**src/rtl/single_multiply_arbiter.sv**
```systemverilog
`default_nettype none
// ============================================================================
// Module      : single_multiply_arbiter
// Description : Round-robin sharing of one pipelined single-precision
//               multiplier between N_REQ requesters. Registers the winning
//               operands onto the multiplier, carries the requester id through
//               a tag pipeline matched to the multiplier latency, steers each
//               product back to its originator, and sequences the multiplier's
//               synchronous active-low reset.
// Revision    : 1.0 - initial release
// ============================================================================
module single_multiply_arbiter #(
  parameter int N_REQ       = 4,
  parameter int MUL_LATENCY = 2,
  parameter int RST_HOLD    = 2
) (
  input  logic                  clk,
  input  logic                  rst,
  input  logic [N_REQ-1:0]      req_valid,
  output logic [N_REQ-1:0]      req_ready,
  input  logic [32*N_REQ-1:0]   req_a,
  input  logic [32*N_REQ-1:0]   req_b,
  output logic [N_REQ-1:0]      res_valid,
  output logic [31:0]           res_data,
  output logic                  mul_rstn,
  output logic                  mul_in_valid,
  output logic [31:0]           mul_a,
  output logic [31:0]           mul_b,
  input  logic                  mul_out_valid,
  input  logic [31:0]           mul_c,
  output logic                  err
);

  localparam int C_PTR_W = (N_REQ > 1) ? $clog2(N_REQ) : 1;
  localparam int C_CNT_W = $clog2(RST_HOLD + 1);

  // Reset sequencer states: HOLD keeps the multiplier in reset while its
  // unreset valid pipeline drains; RUN enables arbitration.
  localparam logic [0:0] S_HOLD = 1'b0;
  localparam logic [0:0] S_RUN  = 1'b1;

  logic [0:0]         state_q, state_d;
  logic [C_CNT_W-1:0] hold_cnt_q, hold_cnt_d;
  logic               run_w;

  // Arbitration
  logic [C_PTR_W-1:0] ptr_q, ptr_d;
  logic               grant_w;
  logic [C_PTR_W-1:0] grant_idx_w;
  logic [31:0]        req_a_arr [N_REQ];
  logic [31:0]        req_b_arr [N_REQ];

  // Issue stage
  logic               issue_v_q;
  logic [C_PTR_W-1:0] issue_id_q;
  logic [31:0]        mul_a_q, mul_b_q;

  // Tag pipeline, stage k aligns with multiplier stage k
  logic               tag_v_q  [1:MUL_LATENCY];
  logic [C_PTR_W-1:0] tag_id_q [1:MUL_LATENCY];
  logic               tail_v_w;
  logic [C_PTR_W-1:0] tail_id_w;
  logic [N_REQ-1:0]   tail_onehot_w;

  // Result and checker
  logic [N_REQ-1:0]   res_valid_q;
  logic [31:0]        res_data_q;
  logic               err_q;

  // --------------------------------------------------------------------------
  // Reset sequencer
  // --------------------------------------------------------------------------

  // State register for the multiplier reset sequencer.
  always_ff @(posedge clk or posedge rst) begin
    if (rst) begin
      state_q    <= S_HOLD;
      hold_cnt_q <= C_CNT_W'(RST_HOLD);
    end else begin
      state_q    <= state_d;
      hold_cnt_q <= hold_cnt_d;
    end
  end

  // Next state: count down the hold window, then stay in RUN until rst.
  always_comb begin
    state_d    = state_q;
    hold_cnt_d = hold_cnt_q;
    case (state_q)
      S_HOLD: begin
        if (hold_cnt_q <= C_CNT_W'(1)) begin
          state_d    = S_RUN;
          hold_cnt_d = '0;
        end else begin
          hold_cnt_d = hold_cnt_q - C_CNT_W'(1);
        end
      end
      S_RUN:   state_d = S_RUN;
      default: state_d = S_HOLD;
    endcase
  end

  // Outputs: the multiplier leaves reset exactly when arbitration is enabled.
  always_comb begin
    run_w    = (state_q == S_RUN);
    mul_rstn = run_w;
  end

  // --------------------------------------------------------------------------
  // Round-robin arbitration
  // --------------------------------------------------------------------------

  generate
    for (genvar gi = 0; gi < N_REQ; gi++) begin : g_unpack
      assign req_a_arr[gi] = req_a[32*gi +: 32];
      assign req_b_arr[gi] = req_b[32*gi +: 32];
    end
  endgenerate

  // Search upward from the pointer, wrapping, and pick the first valid request.
  always_comb begin
    logic [C_PTR_W:0] idx;
    grant_w     = 1'b0;
    grant_idx_w = '0;
    idx         = '0;
    for (int k = 0; k < N_REQ; k++) begin
      idx = {1'b0, ptr_q} + (C_PTR_W+1)'(k);
      if (idx >= (C_PTR_W+1)'(N_REQ)) begin
        idx = idx - (C_PTR_W+1)'(N_REQ);
      end
      if (!grant_w && run_w && req_valid[idx[C_PTR_W-1:0]]) begin
        grant_w     = 1'b1;
        grant_idx_w = idx[C_PTR_W-1:0];
      end
    end
  end

  // One-hot ready for the winner; the pointer moves just past the winner.
  always_comb begin
    req_ready = '0;
    ptr_d     = ptr_q;
    if (grant_w) begin
      req_ready[grant_idx_w] = 1'b1;
      if (grant_idx_w == C_PTR_W'(N_REQ - 1)) begin
        ptr_d = '0;
      end else begin
        ptr_d = grant_idx_w + C_PTR_W'(1);
      end
    end
  end

  // Round-robin pointer register.
  always_ff @(posedge clk or posedge rst) begin
    if (rst) begin
      ptr_q <= '0;
    end else begin
      ptr_q <= ptr_d;
    end
  end

  // --------------------------------------------------------------------------
  // Issue register: operands hold their last value when nothing is granted
  // --------------------------------------------------------------------------

  // Capture the granted operands and id onto the multiplier inputs.
  always_ff @(posedge clk or posedge rst) begin
    if (rst) begin
      issue_v_q  <= 1'b0;
      issue_id_q <= '0;
      mul_a_q    <= '0;
      mul_b_q    <= '0;
    end else begin
      issue_v_q <= grant_w;
      if (grant_w) begin
        issue_id_q <= grant_idx_w;
        mul_a_q    <= req_a_arr[grant_idx_w];
        mul_b_q    <= req_b_arr[grant_idx_w];
      end
    end
  end

  assign mul_in_valid = issue_v_q;
  assign mul_a        = mul_a_q;
  assign mul_b        = mul_b_q;

  // --------------------------------------------------------------------------
  // Tag pipeline
  // --------------------------------------------------------------------------

  generate
    for (genvar gs = 1; gs <= MUL_LATENCY; gs++) begin : g_tag
      if (gs == 1) begin : g_head
        // First tag stage follows the issue register.
        always_ff @(posedge clk or posedge rst) begin
          if (rst) begin
            tag_v_q[gs]  <= 1'b0;
            tag_id_q[gs] <= '0;
          end else begin
            tag_v_q[gs]  <= issue_v_q;
            tag_id_q[gs] <= issue_id_q;
          end
        end
      end else begin : g_body
        // Later tag stages shift in lockstep with the multiplier pipeline.
        always_ff @(posedge clk or posedge rst) begin
          if (rst) begin
            tag_v_q[gs]  <= 1'b0;
            tag_id_q[gs] <= '0;
          end else begin
            tag_v_q[gs]  <= tag_v_q[gs-1];
            tag_id_q[gs] <= tag_id_q[gs-1];
          end
        end
      end
    end
  endgenerate

  // Decode the tail id into a one-hot result strobe.
  always_comb begin
    tail_v_w      = tag_v_q[MUL_LATENCY];
    tail_id_w     = tag_id_q[MUL_LATENCY];
    tail_onehot_w = '0;
    tail_onehot_w[tail_id_w] = 1'b1;
  end

  // --------------------------------------------------------------------------
  // Result register and checker
  // --------------------------------------------------------------------------

  // The tag tail, not mul_out_valid, decides when a product is delivered.
  always_ff @(posedge clk or posedge rst) begin
    if (rst) begin
      res_valid_q <= '0;
      res_data_q  <= '0;
    end else begin
      res_valid_q <= tail_v_w ? tail_onehot_w : '0;
      if (tail_v_w) begin
        res_data_q <= mul_c;
      end
    end
  end

  // Sticky flag when the multiplier's valid disagrees with the tag tail.
  always_ff @(posedge clk or posedge rst) begin
    if (rst) begin
      err_q <= 1'b0;
    end else if (run_w && (mul_out_valid != tail_v_w)) begin
      err_q <= 1'b1;
    end
  end

  assign res_valid = res_valid_q;
  assign res_data  = res_data_q;
  assign err       = err_q;

endmodule
`default_nettype wire

```
**config.mk**
```make
export PLATFORM = sky130hd
export DESIGN_NAME = single_multiply_arbiter
export DESIGN_NICKNAME = d
export VERILOG_FILES = /design/src/rtl/single_multiply_arbiter.sv
export SDC_FILE = /design/constraint.sdc
export NUM_CORES = 1
export LEC_CHECK = 0
export BUFFER_PORTS_ARGS = -buffer_cell sky130_fd_sc_hd__buf_4
export CAP_MARGIN = 0
export CORE_AREA = 4 4 154 156
export DETAILED_ROUTE_END_ITERATION = 16
export DIE_AREA = 0 0 158 160
export GPL_TIMING_DRIVEN = 0
export SETUP_SLACK_MARGIN = 0.15
export SYNTH_ARGS = -nofsm -noshare
export SYNTH_HDL_FRONTEND = slang
export SYNTH_SLANG_ARGS = --single-unit
```
**constraint.sdc**
```tcl
create_clock -name clk -period 3.9 [get_ports clk]
set_input_delay 0.195 -clock clk [delete_from_list [all_inputs] [get_ports clk]]
set_output_delay 0.195 -clock clk [all_outputs]
set_load 0.03 [all_outputs]
```
# Word-level counts from Yosys, hierarchy flattened
# Index checks and enable logic that the tools add are counted.
# word_totals
register_bits	115
in_bits	295
output_inout_bits	107
wordCells	90
# op_classes
add_sub_neg	9
n_lt_le_gt_ge	14
eq_ne	2
mux	36
bitwise	2
n_reduce_logical	13
# ops
cell	n
32-bit binary-select mux with 2-bit select	2
32-bit two-way mux	4
2-bit two-way mux	10
2-bit by 3-bit less-than comparator with 1-bit output (second input constant)	6
3-bit greater-or-equal comparator (second input constant)	4
1-bit two-way mux	11
1-bit logical AND	10
2-bit by 1-bit subtractor with 2-bit output (second input constant)	5
1-bit binary-select mux with 2-bit select	4
4-bit two-way mux	2
2-bit by 2-bit adder with 3-bit output (second input constant)	2
1-bit demux with 2-bit select	2
2-bit by 1-bit greater-or-equal comparator with 1-bit output (second input constant)	2
2-bit by 1-bit adder with 3-bit output (second input constant)	1
2-bit by 3-bit greater-or-equal comparator with 1-bit output (second input constant)	1
1-bit logical NOT	3
2-bit inverter with 3-bit output	1
2-bit by 1-bit adder with 2-bit output (second input constant)	1
2-bit equality test (second input constant)	1
2-bit by 1-bit less-or-equal comparator with 1-bit output (second input constant)	1
1-bit case mux with 2 select lines	1
1-bit != test	1
1-bit inverter	1

# Depth between registers and ports, before layout
# logic_depth
ltp_word	23
depth_mapped	10
ltp_nobuf	6

# Worst setup path after synthesis
# Ideal clock, no wire load.
# synth_path
path_kind	flip-flop to flip-flop
from	reg ptr_q[1]
to	reg ptr_q[1]
setup_time_ns	0.157
arrival_time_ns	2.662
required_time_ns	3.743
path_slack_ns	1.081
stages_incl_launch_ff	10
path_cell_list	dfrtp_1 > clkbuf_1 > mux4_2 > or4_1 > a31oi_1 > o22ai_2 > buf_6 > buf_6 > nor2_1 > o22ai_1
# synth_via
elab_chain_cells	20
elab_cells_between_ends	44
cone_classes	add/sub: 8; order compare: 4; eq/ne: 1; mux: 21; reduce/logical: 10
# synth_rtl
item	line	rtl
start, declared	47	logic [C_PTR_W-1:0] ptr_q, ptr_d;
start signal, assigned	157	ptr_q <= ptr_d;
2-bit by 3-bit greater-or-equal comparator with 1-bit output / 2-bit by 1-bit subtractor with 2-bit output (equally long branches)	128, 129	
2-bit two-way mux	128	if (idx >= (C_PTR_W+1)'(N_REQ)) begin
1-bit binary-select mux with 2-bit select	131	if (!grant_w && run_w && req_valid[idx[C_PTR_W-1:0]]) begin
1-bit two-way mux (implied by the code)	131	
1-bit logical AND	131	
1-bit two-way mux	131	
1-bit logical NOT	131	
1-bit logical AND (2 in series)	131	
1-bit two-way mux	131	
1-bit logical NOT	131	
1-bit logical AND (2 in series)	131	
1-bit two-way mux	131	
1-bit logical NOT	131	
1-bit logical AND (2 in series)	131	
2-bit two-way mux	131	
2-bit by 1-bit adder with 2-bit output / 2-bit equality test (equally long branches)	147, 144	
2-bit two-way mux	144	if (grant_idx_w == C_PTR_W'(N_REQ - 1)) begin
# Several ways; a longest one is shown, not always the timed one. The select of a mux whose other input is x is not followed.
# A chain may end at the register's enable or synchronous reset.

# Worst setup path after layout
# layout_path
from	reg ptr_q[1]
to	out req_ready[3]
# layout_via
elab_chain_cells	23
elab_cells_between_ends	47
cone_classes	add/sub: 7; order compare: 6; mux: 23; reduce/logical: 11
# layout_rtl
item	line	rtl
2-bit by 3-bit greater-or-equal comparator with 1-bit output / 2-bit by 1-bit subtractor with 2-bit output (equally long branches)	128, 129	
2-bit two-way mux	128	
1-bit binary-select mux with 2-bit select	131	
1-bit two-way mux (implied by the code)	131	
1-bit logical AND	131	
1-bit two-way mux	131	
1-bit logical NOT	131	
1-bit logical AND (2 in series)	131	
[... 5 more ...]	-	
1-bit logical NOT	131	
1-bit logical AND (2 in series)	131	
2-bit two-way mux	131	
2-bit by 3-bit less-than comparator with 1-bit output (implied by the code) / 2-bit by 1-bit greater-or-equal comparator with 1-bit output (equally long branches)	143	req_ready[grant_idx_w] = 1'b1;
1-bit logical AND (implied by the code)	143	
1-bit two-way mux (implied by the code)	143	
1-bit demux with 2-bit select	143	
4-bit two-way mux *	142	if (grant_w) begin
end, declared	20	output logic [N_REQ-1:0] req_ready,
# Mark *: on every way between the ends. The rest lies on a longest branch, timed or not. The select of a mux whose other input is x is not followed.

==> metrics.md <==
| Metric | Value |
|---|---|
| Final setup fails | 0 |
| Worst skew pair latency | 0.40 ns |
| Die W | 158 um |
| Worst slew margin | 21.9% |
| Area of the mapped netlist | 6400 um^2 |
| Ports | 402 |
| Initial Util | 28.6% |
| Ratio of cells with drive above 1 in the final layout | 47.9% |
| WP data arrival | 3.19 ns |
| Endpoint class of the critical path | output port |
| Reg2reg start | ptr_q[0]$_DFFE_PP0P_ |
| Internal power | 4660 uW |
| Clock share of power | 21.2% |
| Comb power frac | 55.3% |
| Min cycle time layout | 3.39 ns |
| Clock skew | 0.00717 ns |
| Reg area | 2880 um^2 |
| Die span in y | 160 um |
| CTS tree | yes |
| Total CTS buffers | 17 |
| Number of synthesized register bits | 115 |
| Netlist cell types | 34 |
| Max Fclk | 295 MHz |
| Via-to-Cell Ratio | 4.94 |
| Yosys warns | 0 |
| Drt drc | 0 |
| Switching share of power | 42.4% |
| Root Buffer | clkbuf_16 |
| Pwr Total | 8100 uW |
| Largest net degree at the start of global routing | 61 |
| Sequential share of power | 23.5% |
| Core area | 22400 um^2 |
| Worst EP required | 3.70 ns |
| Post-synthesis sequential area ratio | 45.0% |
| Routability-driven placement congestion ratio | 0.817 |
| Tot GR Track Use | 20.2% |
| Reg-to-reg slack, setup | 0.54 ns |
| Final ANT Viol Nets | 0 |
| Status | finished, final reports clean |
| Synth Instances | 583 |
| Cell row count | 55 |
| Dpl hpwl | 20900 um |
| Clk sink count | 115 |
| Syn Nets | 878 |
| Htree depth | 4 |
| Mean post-synth cell area | 11.0 um^2 |
| Post-CTS setup buffers | 0 |
| Critical path startpoint | ptr_q[1]$_DFFE_PP0P_ |
| Global-route wire length before repair | 39000 um |
| Final nets | 1300 |
| Max clock buf depth | 2 |
| Final Hold Vio Count | 0 |
| Vias in the first global route | 6808 |
| PD cells | 774 nW/um^2 |
| 1st-iter DRT viols | 221 |
| Area after DPL | 9800 um^2 |
| Die area | 25300 um^2 |
| VDD IR max | 0.299 mV |
| Area delta synth->final | 63.5% |
| Max Transition Viols Final | 0 |
| Via count | 6441 |
| WL final | 26900 um |
| Port bufs | 401 |
| P_sw | 3440 uW |
| WL per Instance | 20.6 um |
| Clock Pin Slew Worst Setup and Hold Paths | 0.05 ns |
| Period utilisation layout | 86.9% |
| Max-Cap Viols | 0 |
| Antenna violations before repair | 1 |
| HP Class | in2reg |
| Crit path kind | reg2out |
| DRT Pass-1 Iters | 4 |
| Hold_sp | mul_c[30] |
| P_leak | 0.00534 uW |
| Setup crit start kind | register |
| RSZ-0062 raised after global routing | false |
| Crit-path max FO | 10 |
| Slew @ Worst Pin | 1.17 ns |
| Remaining global-route overflow | 0 |
| Final instance area | 10500 um^2 |
| # fillers | 2158 |
| Multi-input gate area | 3230 um^2 |
## power groups by stage
stage	Sequential [uW]	Clock, uW	Combinational, uW
3_5_place_dp	1900	0	4550
2_1_floorplan	2610	0	2130
4_1_cts	1900	1760	4540
3_3_place_gp	1900	0	4500
5_1_grt	1950	1810	4790
6_report	1900	1720	4480
## routing by layer
layer / share of wire, % / track usage (%) / vias to the layer above
met5: 0 / 0 / -
met4: 1.6 / 5.51 / 0
met3: 7.7 / 5.12 / 25
met2: 51 / 36.1 / 282
met1: 40 / 23.9 / 3092
li1: - / - / 3042
## worst paths after layout
path,depth (start not counted),endpoint
max,9,req_ready[3]
min,2,res_data[30]$_DFFE_PP0P_
max reg2reg,9,mul_b[23]$_DFFE_PP0P_
min reg2reg,0,tail_id_w[1]$_DFF_PP0_
max in group asynchronous,4,hold_cnt_q[1]$_DFFE_PP1N_
min in group asynchronous,3,res_data[7]$_DFFE_PP0P_
## Yosys cell counts (all sizes together)
cell	count	area (um^2)
xor2	1	8.76
o21a	3	22.5
nand2	9	33.8
and3b	2	17.5
a2111o	1	11.3
dfstp	1	26.3
o21ai	4	20.0
a221o	65	651
or4	1	7.51
nand2b	3	18.8
mux2i	128	1280
and2	1	6.26
buf	20	143
dfrtp	114	2850
nor2b	5	31.3
nor3	64	320
o22ai	2	18.8
or4bb	2	22.5
a31oi	1	6.26
and3	3	18.8
mux4	2	45.0
nor2	68	255
inv	5	18.8
nor4	1	6.26
nor3b	2	15.0
clkbuf	37	139
a211oi	1	7.51
a21oi	2	10.0
a21o	2	15.0
a41oi	1	8.76
mux2	32	360
## cell families after synthesis
logic type      count (synthesis)  share of synthesized area, %
flops                         115                          45.0
mux                           162                          26.4
buf+inv                        62                          4.69
xor+xnor                        1                         0.137
compound gates                 82                          12.0
simple gates                  161                          11.8
## per-stage QoR
stage	std cells	TNS (ns)	util, %	setup slack, ns	hold WS, ns
after floorplan	583	0	-	0.663	0.331
after global routing	1304	0	46.8	0.265	0.00153
after detailed placement	1270	0	43.8	0.400	0.327
after global placement	1269	-115.94	43.7	-1.03	0.334
after CTS	1303	0	46.7	0.329	0.00696
final	1305	0	46.8	0.510	0.0211
## layout make-up
| class | instances | share of cell area, % |
|---|---|---|
| Multi-Input combinational cell | 406 | 30.8 |
| Timing Repair Buffer | 403 | 29.1 |
| Sequential cell | 115 | 27.5 |
| Clock buffer | 19 | 4.14 |
| Tap cell | 285 | 3.41 |
| Buffer | 57 | 2.69 |
| Clock inverter | 13 | 1.97 |
| Inverter | 5 | 0.227 |
| Antenna cell | 2 | 0.0478 |
## state kept, by name, indices dropped and copies added (netlist names)
register,cells
err,1
hold_cnt_q,2
issue_id_q,2
mul_a,32
mul_b,32
mul_in_valid,1
mul_rstn,1
ptr_q,2
res_data,32
res_valid,4
tag_id_q,2
tag_v_q,1
tail_id_w,2
tail_v_w,1
## critical path, cell delays in order (launching register included)
cell and delay (ns):
dfrtp_1 0.34, clkbuf_1 0.32, mux4_2 0.41, or4_1 0.52, a31oi_1 0.28, o22ai_4 0.21, buf_6 0.22, buf_6 0.15
nor2_1 0.14, buf_4 0.19
## layout by cell type (no fill, tap or decap), types with 2 or more instances in the layout
master      count
mux2i_1       128
mux2_2         32
o21ai_0         4
diode_2         2
nand2_1         9
clkinvlp_4      2
clkinv_2        3
buf_2          12
nor2_1         68
buf_6           7
or4bb_1         2
nor2b_1         5
dfrtp_1       114
a21oi_1         2
a221o_1        65
inv_1           4
buf_4         401
inv_6           3
mux4_2          2
clkbuf_1       39
and3b_1         2
clkbuf_16      17
a21o_1          2
nor3b_1         2
nand2b_1        3
nor3_1         64
bufinv_16       5
and3_1          3
o21a_1          3
## what timing repair did
action                                  CTS  global route
gates resized for setup                   0             1
hold buffers                              1             0
endpoints found under the setup margin    0             2
hold endpoints to repair                 59             0
Power figures use the tool's default switching activity.
